## src/rtl/disp_pkg.sv

```systemverilog
// Shared types and constants for the display source selector.
// Field-select codes, debounce state encoding and the display bundle width.
package disp_pkg;

  localparam int BUNDLE_W = 160;

  localparam logic [1:0] UPPER_F0 = 2'd0;
  localparam logic [1:0] UPPER_F1 = 2'd1;
  localparam logic [1:0] UPPER_F2 = 2'd2;
  localparam logic [1:0] UPPER_F3 = 2'd3;

  localparam logic [1:0] LOWER_W64   = 2'd0;
  localparam logic [1:0] LOWER_W96   = 2'd1;
  localparam logic [1:0] LOWER_W128  = 2'd2;
  localparam logic [1:0] LOWER_BLANK = 2'd3;

  typedef enum logic [1:0] {
    RELEASED     = 2'd0,
    PRESS_WAIT   = 2'd1,
    PRESSED      = 2'd2,
    RELEASE_WAIT = 2'd3
  } deb_state_e;

endpackage

```

## src/rtl/disp_source_sel_if.sv

```systemverilog
// Snapshot data path between the debug source, this block and the display driver.
// master = source/driver side, slave = disp_source_sel.
interface disp_source_sel_if;
  import disp_pkg::*;

  logic [BUNDLE_W-1:0] src_data;
  logic                src_valid;
  logic [BUNDLE_W-1:0] disp_reg;
  logic [3:0]          disp_ctrl;
  logic                snap_tick;

  modport master (
    output src_data, src_valid,
    input  disp_reg, disp_ctrl, snap_tick
  );

  modport slave (
    input  src_data, src_valid,
    output disp_reg, disp_ctrl, snap_tick
  );
endinterface

```

## src/rtl/btn_debounce.sv

```systemverilog
// Synchroniser plus debounce FSM for one raw pushbutton; emits a one-cycle press pulse.
// Pulse is registered SYNC_STAGES+DEB_CYCLES edges after the raw level is first sampled high.
module btn_debounce
  import disp_pkg::*;
#(
  parameter int DEB_CYCLES  = 500000,
  parameter int SYNC_STAGES = 2
) (
  input  logic clk,
  input  logic rst_n,
  input  logic raw,
  output logic press
);

  localparam int CW = (DEB_CYCLES > 1) ? $clog2(DEB_CYCLES) : 1;
  localparam logic [CW-1:0] CNT_LAST = CW'(DEB_CYCLES - 1);

  logic [SYNC_STAGES-1:0] sync;
  logic                   level_in;
  deb_state_e             state;
  logic [CW-1:0]          cnt;

  assign level_in = sync[SYNC_STAGES-1];

  always_ff @(posedge clk or negedge rst_n) begin
    if (!rst_n) begin
      sync <= '0;
    end else begin
      sync <= {sync[SYNC_STAGES-2:0], raw};
    end
  end

  // cnt holds the number of consecutive samples already seen at the new level,
  // so the sample that leaves RELEASED/PRESSED is counted as the first one.
  always_ff @(posedge clk or negedge rst_n) begin
    if (!rst_n) begin
      state <= RELEASED;
      cnt   <= '0;
      press <= 1'b0;
    end else begin
      press <= 1'b0;
      case (state)
        RELEASED: begin
          if (level_in) begin
            if (DEB_CYCLES == 1) begin
              state <= PRESSED;
              press <= 1'b1;
            end else begin
              state <= PRESS_WAIT;
              cnt   <= CW'(1);
            end
          end
        end
        PRESS_WAIT: begin
          if (!level_in) begin
            state <= RELEASED;
            cnt   <= '0;
          end else if (cnt == CNT_LAST) begin
            state <= PRESSED;
            press <= 1'b1;
            cnt   <= '0;
          end else begin
            cnt <= cnt + CW'(1);
          end
        end
        PRESSED: begin
          if (!level_in) begin
            if (DEB_CYCLES == 1) begin
              state <= RELEASED;
            end else begin
              state <= RELEASE_WAIT;
              cnt   <= CW'(1);
            end
          end
        end
        RELEASE_WAIT: begin
          if (level_in) begin
            state <= PRESSED;
            cnt   <= '0;
          end else if (cnt == CNT_LAST) begin
            state <= RELEASED;
            cnt   <= '0;
          end else begin
            cnt <= cnt + CW'(1);
          end
        end
        default: begin
          state <= RELEASED;
          cnt   <= '0;
        end
      endcase
    end
  end

endmodule

```

## src/rtl/disp_source_sel.sv

```systemverilog
// Display source selector: snapshots debug data on src_valid unless frozen, steps field selects on debounced presses.
// disp_reg/snap_tick update on the edge after src_valid; optional auto-scroll of the lower field under DISP_AUTOSCROLL_EN.
module disp_source_sel
  import disp_pkg::*;
#(
  parameter int DEB_CYCLES    = 500000,
  parameter int SYNC_STAGES   = 2,
  parameter int SCROLL_CYCLES = 50000000
) (
  input  logic clk,
  input  logic rst_n,
  input  logic btn_hi,
  input  logic btn_lo,
  input  logic freeze_sw,
  disp_source_sel_if.slave bus
);

  if (DEB_CYCLES < 1 || SYNC_STAGES < 2 || SCROLL_CYCLES < 1) begin : g_bad_params
    $error("disp_source_sel: DEB_CYCLES>=1, SYNC_STAGES>=2, SCROLL_CYCLES>=1 required");
  end

  logic                   hi_press;
  logic                   lo_press;
  logic                   lo_step;
  logic [SYNC_STAGES-1:0] frz_sync;
  logic                   frozen;
  logic                   load;
  logic [BUNDLE_W-1:0]    disp_reg_q;
  logic [3:0]             disp_ctrl_q;
  logic                   snap_tick_q;

  btn_debounce #(.DEB_CYCLES(DEB_CYCLES), .SYNC_STAGES(SYNC_STAGES)) u_deb_hi (
    .clk   (clk),
    .rst_n (rst_n),
    .raw   (btn_hi),
    .press (hi_press)
  );

  btn_debounce #(.DEB_CYCLES(DEB_CYCLES), .SYNC_STAGES(SYNC_STAGES)) u_deb_lo (
    .clk   (clk),
    .rst_n (rst_n),
    .raw   (btn_lo),
    .press (lo_press)
  );

  // The freeze switch is a level, so synchronising it is enough.
  always_ff @(posedge clk or negedge rst_n) begin
    if (!rst_n) begin
      frz_sync <= '0;
    end else begin
      frz_sync <= {frz_sync[SYNC_STAGES-2:0], freeze_sw};
    end
  end

  assign frozen = frz_sync[SYNC_STAGES-1];
  assign load   = bus.src_valid && !frozen;

`ifdef DISP_AUTOSCROLL_EN
  localparam int SW = (SCROLL_CYCLES > 1) ? $clog2(SCROLL_CYCLES) : 1;
  localparam logic [SW-1:0] SCROLL_LAST = SW'(SCROLL_CYCLES - 1);

  logic [SW-1:0] scroll_cnt;
  logic          scroll_wrap;

  assign scroll_wrap = !frozen && (scroll_cnt == SCROLL_LAST);

  always_ff @(posedge clk or negedge rst_n) begin
    if (!rst_n) begin
      scroll_cnt <= '0;
    end else if (lo_press) begin
      scroll_cnt <= '0;
    end else if (!frozen) begin
      scroll_cnt <= (scroll_cnt == SCROLL_LAST) ? '0 : scroll_cnt + SW'(1);
    end
  end

  // A wrap landing on a manual press still advances the field only once.
  assign lo_step = lo_press || scroll_wrap;
`else
  assign lo_step = lo_press;
`endif

  always_ff @(posedge clk or negedge rst_n) begin
    if (!rst_n) begin
      disp_reg_q  <= '0;
      disp_ctrl_q <= {UPPER_F0, LOWER_W64};
      snap_tick_q <= 1'b0;
    end else begin
      snap_tick_q <= load;
      if (load) begin
        disp_reg_q <= bus.src_data;
      end
      if (hi_press) begin
        disp_ctrl_q[3:2] <= disp_ctrl_q[3:2] + 2'd1;
      end
      if (lo_step) begin
        disp_ctrl_q[1:0] <= disp_ctrl_q[1:0] + 2'd1;
      end
    end
  end

  assign bus.disp_reg  = disp_reg_q;
  assign bus.disp_ctrl = disp_ctrl_q;
  assign bus.snap_tick = snap_tick_q;

endmodule

```

## src/flat_wrapper.sv

```systemverilog
// flat-port wrapper written by rule: the top's interface ports become plain ports
module disp_source_sel_flat import disp_pkg::*;
#(
  parameter int DEB_CYCLES    = 500000,
  parameter int SYNC_STAGES   = 2,
  parameter int SCROLL_CYCLES = 50000000
)
  (clk, rst_n, btn_hi, btn_lo, freeze_sw, bus_src_data, bus_src_valid, bus_disp_reg, bus_disp_ctrl, bus_snap_tick);
  disp_source_sel_if bus_i ();
  input  logic clk;
  input  logic rst_n;
  input  logic btn_hi;
  input  logic btn_lo;
  input  logic freeze_sw;
  input wire logic [$bits(bus_i.src_data)-1:0] bus_src_data;
  input wire logic [$bits(bus_i.src_valid)-1:0] bus_src_valid;
  output wire logic [$bits(bus_i.disp_reg)-1:0] bus_disp_reg;
  output wire logic [$bits(bus_i.disp_ctrl)-1:0] bus_disp_ctrl;
  output wire logic [$bits(bus_i.snap_tick)-1:0] bus_snap_tick;
  assign bus_i.src_data = bus_src_data;
  assign bus_i.src_valid = bus_src_valid;
  assign bus_disp_reg = bus_i.disp_reg;
  assign bus_disp_ctrl = bus_i.disp_ctrl;
  assign bus_snap_tick = bus_i.snap_tick;
  disp_source_sel #(.DEB_CYCLES(DEB_CYCLES), .SYNC_STAGES(SYNC_STAGES), .SCROLL_CYCLES(SCROLL_CYCLES)) u_core (.clk(clk), .rst_n(rst_n), .btn_hi(btn_hi), .btn_lo(btn_lo), .freeze_sw(freeze_sw), .bus(bus_i));
endmodule
```

## config.mk

```make
export PLATFORM = sky130hd
export DESIGN_NAME = disp_source_sel_flat
export DESIGN_NICKNAME = d
export VERILOG_FILES = /design/src/rtl/disp_pkg.sv /design/src/rtl/disp_source_sel_if.sv /design/src/rtl/btn_debounce.sv /design/src/rtl/disp_source_sel.sv /design/src/flat_wrapper.sv
export SDC_FILE = /design/constraint.sdc
export NUM_CORES = 1
export LEC_CHECK = 0
export ABC_AREA = 1
export CORE_MARGIN = 2
export CORE_UTILIZATION = 48
export CTS_CLUSTER_SIZE = 25
export DETAILED_ROUTE_END_ITERATION = 10
export PLACE_DENSITY = 0.93
export SYNTH_ARGS = -nofsm -noshare
export SYNTH_HDL_FRONTEND = slang
export SYNTH_SLANG_ARGS = --single-unit
```

## constraint.sdc

```tcl
create_clock -name clk -period 4.7 [get_ports clk]
set_clock_uncertainty 0.05 [all_clocks]
set_input_delay 0.94 -clock clk [delete_from_list [all_inputs] [get_ports clk]]
set_output_delay 0.94 -clock clk [all_outputs]
set_load 0.02 [all_outputs]
```

==> After elaboration in Yosys (flattened, before gate mapping) <==
Index checks and enable logic that the tools add are counted.
{ "word_totals": {"regBits": 215, "inputBits": 166, "word_cells": 73} }
{ "op_classes": {"addsub": 4, "eq_ne": 16, "mux": 32, "reduce_logical": 8} }
{ "ops": {"columns": ["cell", "n"], "rows": [
  ["$mux 19", 10],
  ["$pmux 19 s4", 2],
  ["$add 19x1->19 const B", 2],
  ["$eq 19x19->1 const B", 2],
  ["$mux 2", 12],
  ["$pmux 2 s4", 2],
  ["$ne 3x3->1 const B", 4],
  ["$eq 2x2->1 const B", 4],
  ["$ne 2x2->1 const B", 4],
  ["$reduce_and 4->1", 2],
  ["$mux 1", 6],
  ["$add 2x1->2 const B", 2],
  ["$eq 2x1->1 const B", 2],
  ["$logic_not 2->1", 2],
  ["$reduce_and 2->1", 2],
  ["$logic_and 1x1->1", 1],
  ["$logic_not 1->1", 1]
]} }

==> Logic depth before layout (Yosys ltp) <==
{ "depth": {"ltp_word": 4, "depth_mapped": 11} }

==> By module <==
A second synthesis with hierarchy kept.
{ "hier_totals": {"hier_cells": 1138, "area_unflattened_um2": 9457.8} }
{ "modules_own_cells": {"columns": ["module", "n_inst", "cells_per_inst", "area_per_inst_um2"], "rows": [
  ["disp_source_sel", 1, 714, 6540.0],
  ["btn_debounce", 2, 212, 1458.9]
]} }

==> Least setup slack after synthesis <==
No wires, ideal clock.
{ "synth_path": {"kind": "input port to flip-flop", "start": "in bus_src_valid", "end": "reg u_core.disp_reg_q[100], in the netlist u_core.bus.disp_reg[100]", "arrival_time_ns": 1.709, "path_slack_ns": 2.824, "path_stages": 7, "path_buffers": 2, "cell_sequence": "inv_1 -> nor2_2 -> inv_2 -> clkbuf_1 -> buf_2 -> nand2_1 -> nand2_1"} }
{ "synth_via": {"elab_chain_len": 1} }
{ "synth_rtl": {"columns": ["item", "line", "text"], "rows": [
  ["from (decl)", "flat_wrapper.sv:16", "input wire logic [$bits(bus_i.src_valid)-1:0] bus_src_valid;"],
  ["$logic_and 1x1->1", "disp_source_sel.sv:56", "assign load = bus.src_valid && !frozen;"],
  ["to (signal assigned)", "disp_source_sel.sv:91", "disp_reg_q <= bus.src_data;"],
  ["to (decl)", "disp_source_sel.sv:28", "logic [BUNDLE_W-1:0] disp_reg_q;"]
]} }
Every way passes these cells.
A chain may end at the register's enable or synchronous reset.

==> Final worst setup path <==
{ "layout_path": {"start": "reg u_core.disp_reg_q[80], in the netlist u_core.bus.disp_reg[80]", "end": "out bus_disp_reg[80]"} }
{ "layout_lines": {"columns": ["item", "line", "text"], "rows": [
  ["to (decl)", "flat_wrapper.sv:17", "output wire logic [$bits(bus_i.disp_reg)-1:0] bus_disp_reg;"]
]} }
No word-level cell between the ends.

==> flow_metrics.tcl <==
set metrics [dict create \
    num_rows 49 \
    top_layer "met4" \
    cts_buffers 23 \
    rsz0062_at_grt "no" \
    grt_pass1_wl_mm 42.6 \
    synthAdderAreaFrac_pct 0.282 \
    period_needed_ns 2.54 \
    postRouteAntennaNets 0 \
    ys_seq_elements 215 \
    crit_slowest_cell "clkdlybuf4s50_1" \
    crit_family "buffers and inverters" \
    synthCells 1037 \
    critical_path_class "flop to output pin" \
    worstSkewPairLatency_ns 0.49 \
    clock_sinks 215 \
    yosys_warnings 0 \
    p_int_w 0.00372 \
    power_frac_seq_pct 41.7 \
    synth-edff-count 0 \
    synth_ff_type "dfrtp_1" \
    grt_usage_pct 27.1 \
    p_clk_share_pct 34.2 \
    clk_pin_slew_ns 0.06 \
    wire_per_inst_um 16.5 \
    worst-path-stages 1 \
    synthDominantCellAreaShare_pct 60.6 \
    yosys-top-cells-area "dfrtp_1 61%, nand2_1 24%, inv_1 2.0%, nor2_1 1.6%, nand3_1 1.2%" \
    path_buf_inv 1 \
    syn_area_sq_um 8870 \
    die_h_um 140 \
    clockBufferDepth 3 \
    maxCapViolCount 0 \
    core_area_sq_um 18000 \
    drv_slew 0 \
    first_pass_iters 5 \
    nets 1527 \
    fin_util_pct 72.8 \
    setup_violations 0 \
    report.power.total_w 0.00530 \
    synth_compound_area_share_pct 2.93 \
    cts_resized 0 \
    yosysTopAreaCell "dfrtp_1" \
    tightest_slew_ns 1.04 \
    synth_cell_types 30 \
    fmax_ghz 0.394 \
    rrSetupSlack_ns 2.83 \
    root_buffer "clkbuf_16" \
    die-area_sq_um 19600 \
    post-cts-setup-buffers 0 \
    holdCritPathClass "flop to flop" \
    finalHoldViolCount 0 \
    yosys.area_share.simple_pct 30.8 \
    crit_path_max_fanout 2 \
    combPwrFrac_pct 24.1 \
    yosysMostFrequentCell "nand2_1" \
    htreeDepth 1 \
    antenna_found_initial 4 \
    io_pins 331 \
    wl_met2_mm 13.3 \
    drt_wl_total_mm 26.6 \
    drtIter0Drc 616 \
    reg2reg_depth 8 \
    crit_required_ns 3.71 \
    worst_setup_path_end_kind "output pin" \
    path_cells "clkdlybuf4s50_1" \
    grt_max_degree 162 \
    async_flop_share_pct 100 \
    avgSynthCellArea_sq_um 8.56 \
    swShare_pct 29.8 \
    dr_total_vias 8075 \
    synth_commonest_cells "566 x nand2_1, 215 x dfrtp_1, 48 x inv_1" \
    routedLengthMet1_mm 9.64 \
    port_buffers 330 \
    place_congestion 0.901 \
    initial_utilization_pct 49.2 \
    grt_pass1_vias 8534 \
    holdBufCountCts 0 \
    power_density_nw_per_um2 404 \
    finalCritPeriodShare_pct 54.1 \
    dp_hpwl_mm 18.8 \
    cp_slowest_stage_delay_ns 0.70 \
    largest_reg_flops 160 \
    synthXorXnorAreaFrac_pct 0.987 \
    synth_top_family_by_area "simple AND/OR/NAND/NOR gates" \
    vias_per_cell 5.02 \
    holdPathStages 0 \
    die-width_um 140 \
    slew_headroom_pct 30.6 \
    overflow 0 \
    drive_above_1_share_pct 5.46 \
    cts_tree "yes" \
    fin_tns_setup_ns 0 \
    area_delta_synth_final_pct 48.0 \
    switchingPower_w 0.00158 \
    ir_worst_vdd_v 0.000321 \
    syn_nets 1205 \
    synth_mux_area_share_pct 0.113 \
    status "complete, no violations" \
    seq_area_frac_synth_pct 60.6 \
    route.met3.wl_mm 2.24 \
    worstPathArrival_ns 1.55 \
    startpoint_type "flop" \
    leakage_nw 6.34 \
    drc 0 \
]
==> power by group through the flow <==
stage | clock network (W) | logic (W) | registers, W
after floorplan | 0 | 0.000398 | 0.00243
after global placement | 0 | 0.00124 | 0.00222
after detailed placement | 0 | 0.00127 | 0.00223
after CTS | 0.00185 | 0.00129 | 0.00221
after global routing | 0.00192 | 0.00138 | 0.00224
final | 0.00181 | 0.00128 | 0.00221
==> kinds of logic after synthesis <==
| group | after synthesis |
|---|---|
| AND/OR/NAND/NOR | 673 |
| flip-flops | 215 |
| buffers and inverters | 91 |
| AO/OA/AOI/OAI | 45 |
| XOR/XNOR | 10 |
| adder cells (fa/ha/maj) | 2 |
| multiplexers | 1 |
==> metrics by stage <==
stage | hold slack [ns] | cells | worst slack, ns | instance area [sq um]
4_1_cts | 0.299 | 1603 | 2.15 | 13100
3_5_place_dp | 0.286 | 1563 | 1.83 | 12400
6_report | 0.297 | 1607 | 2.16 | 13100
2_1_floorplan | 0.281 | 1037 | 2.82 | 8870
3_3_place_gp | 0.282 | 1563 | 1.89 | 12400
5_1_grt | 0.315 | 1607 | 2.12 | 13100
==> final cells by class <==
| cell class | instances | area, sq um |
|---|---|---|
| Antenna cell | 4 | 10.0 |
| Clock buffer | 35 | 681 |
| Clock inverter | 5 | 75.1 |
| Fill cell | 1249 | 4890 |
| Inverter | 54 | 205 |
| Multi-Input combinational cell | 731 | 3120 |
| Sequential cell | 215 | 5380 |
| Tap cell | 229 | 287 |
| Timing Repair Buffer | 334 | 3380 |
==> layer usage <==
layer	GRT usage (%)	vias to the layer above
li1	-	3829
met1	30.9	3829
met2	46.7	326
met3	8.34	91
met4	12.7	0
met5	0	-
==> placed cells by master (no fill, tap or decap), types with 4 or more instances in the layout <==
| master | count |
|---|---|
| inv_2 | 5 |
| clkdlybuf4s50_1 | 329 |
| o21ai_0 | 16 |
| nand4_1 | 14 |
| diode_2 | 4 |
| o21ai_1 | 6 |
| nand3_1 | 21 |
| nor2_1 | 38 |
| nor2_4 | 7 |
| clkbuf_1 | 6 |
| o22ai_1 | 7 |
| nand2_1 | 566 |
| dfrtp_1 | 215 |
| nor3_1 | 4 |
| xor2_1 | 7 |
| clkbuf_8 | 6 |
| nor2_2 | 8 |
| inv_1 | 48 |
| a21oi_1 | 9 |
| nand2_2 | 7 |
| clkbuf_16 | 23 |
==> path summary, 6_finish.rpt <==
kind | endpoint | from
min in group asynchronous | u_core.bus.disp_reg[55] | rst_n
max in group asynchronous | u_core.bus.disp_reg[35] | rst_n
max | bus_disp_reg[80] | u_core.bus.disp_reg[80]
max reg2reg | u_core.u_deb_hi.cnt[5] | u_core.u_deb_hi.cnt[0]
min reg2reg | u_core.u_deb_hi.sync[1] | u_core.u_deb_hi.sync[0]
min | u_core.u_deb_hi.sync[1] | u_core.u_deb_hi.sync[0]
Note: power is estimated with default switching activity, not from simulation.
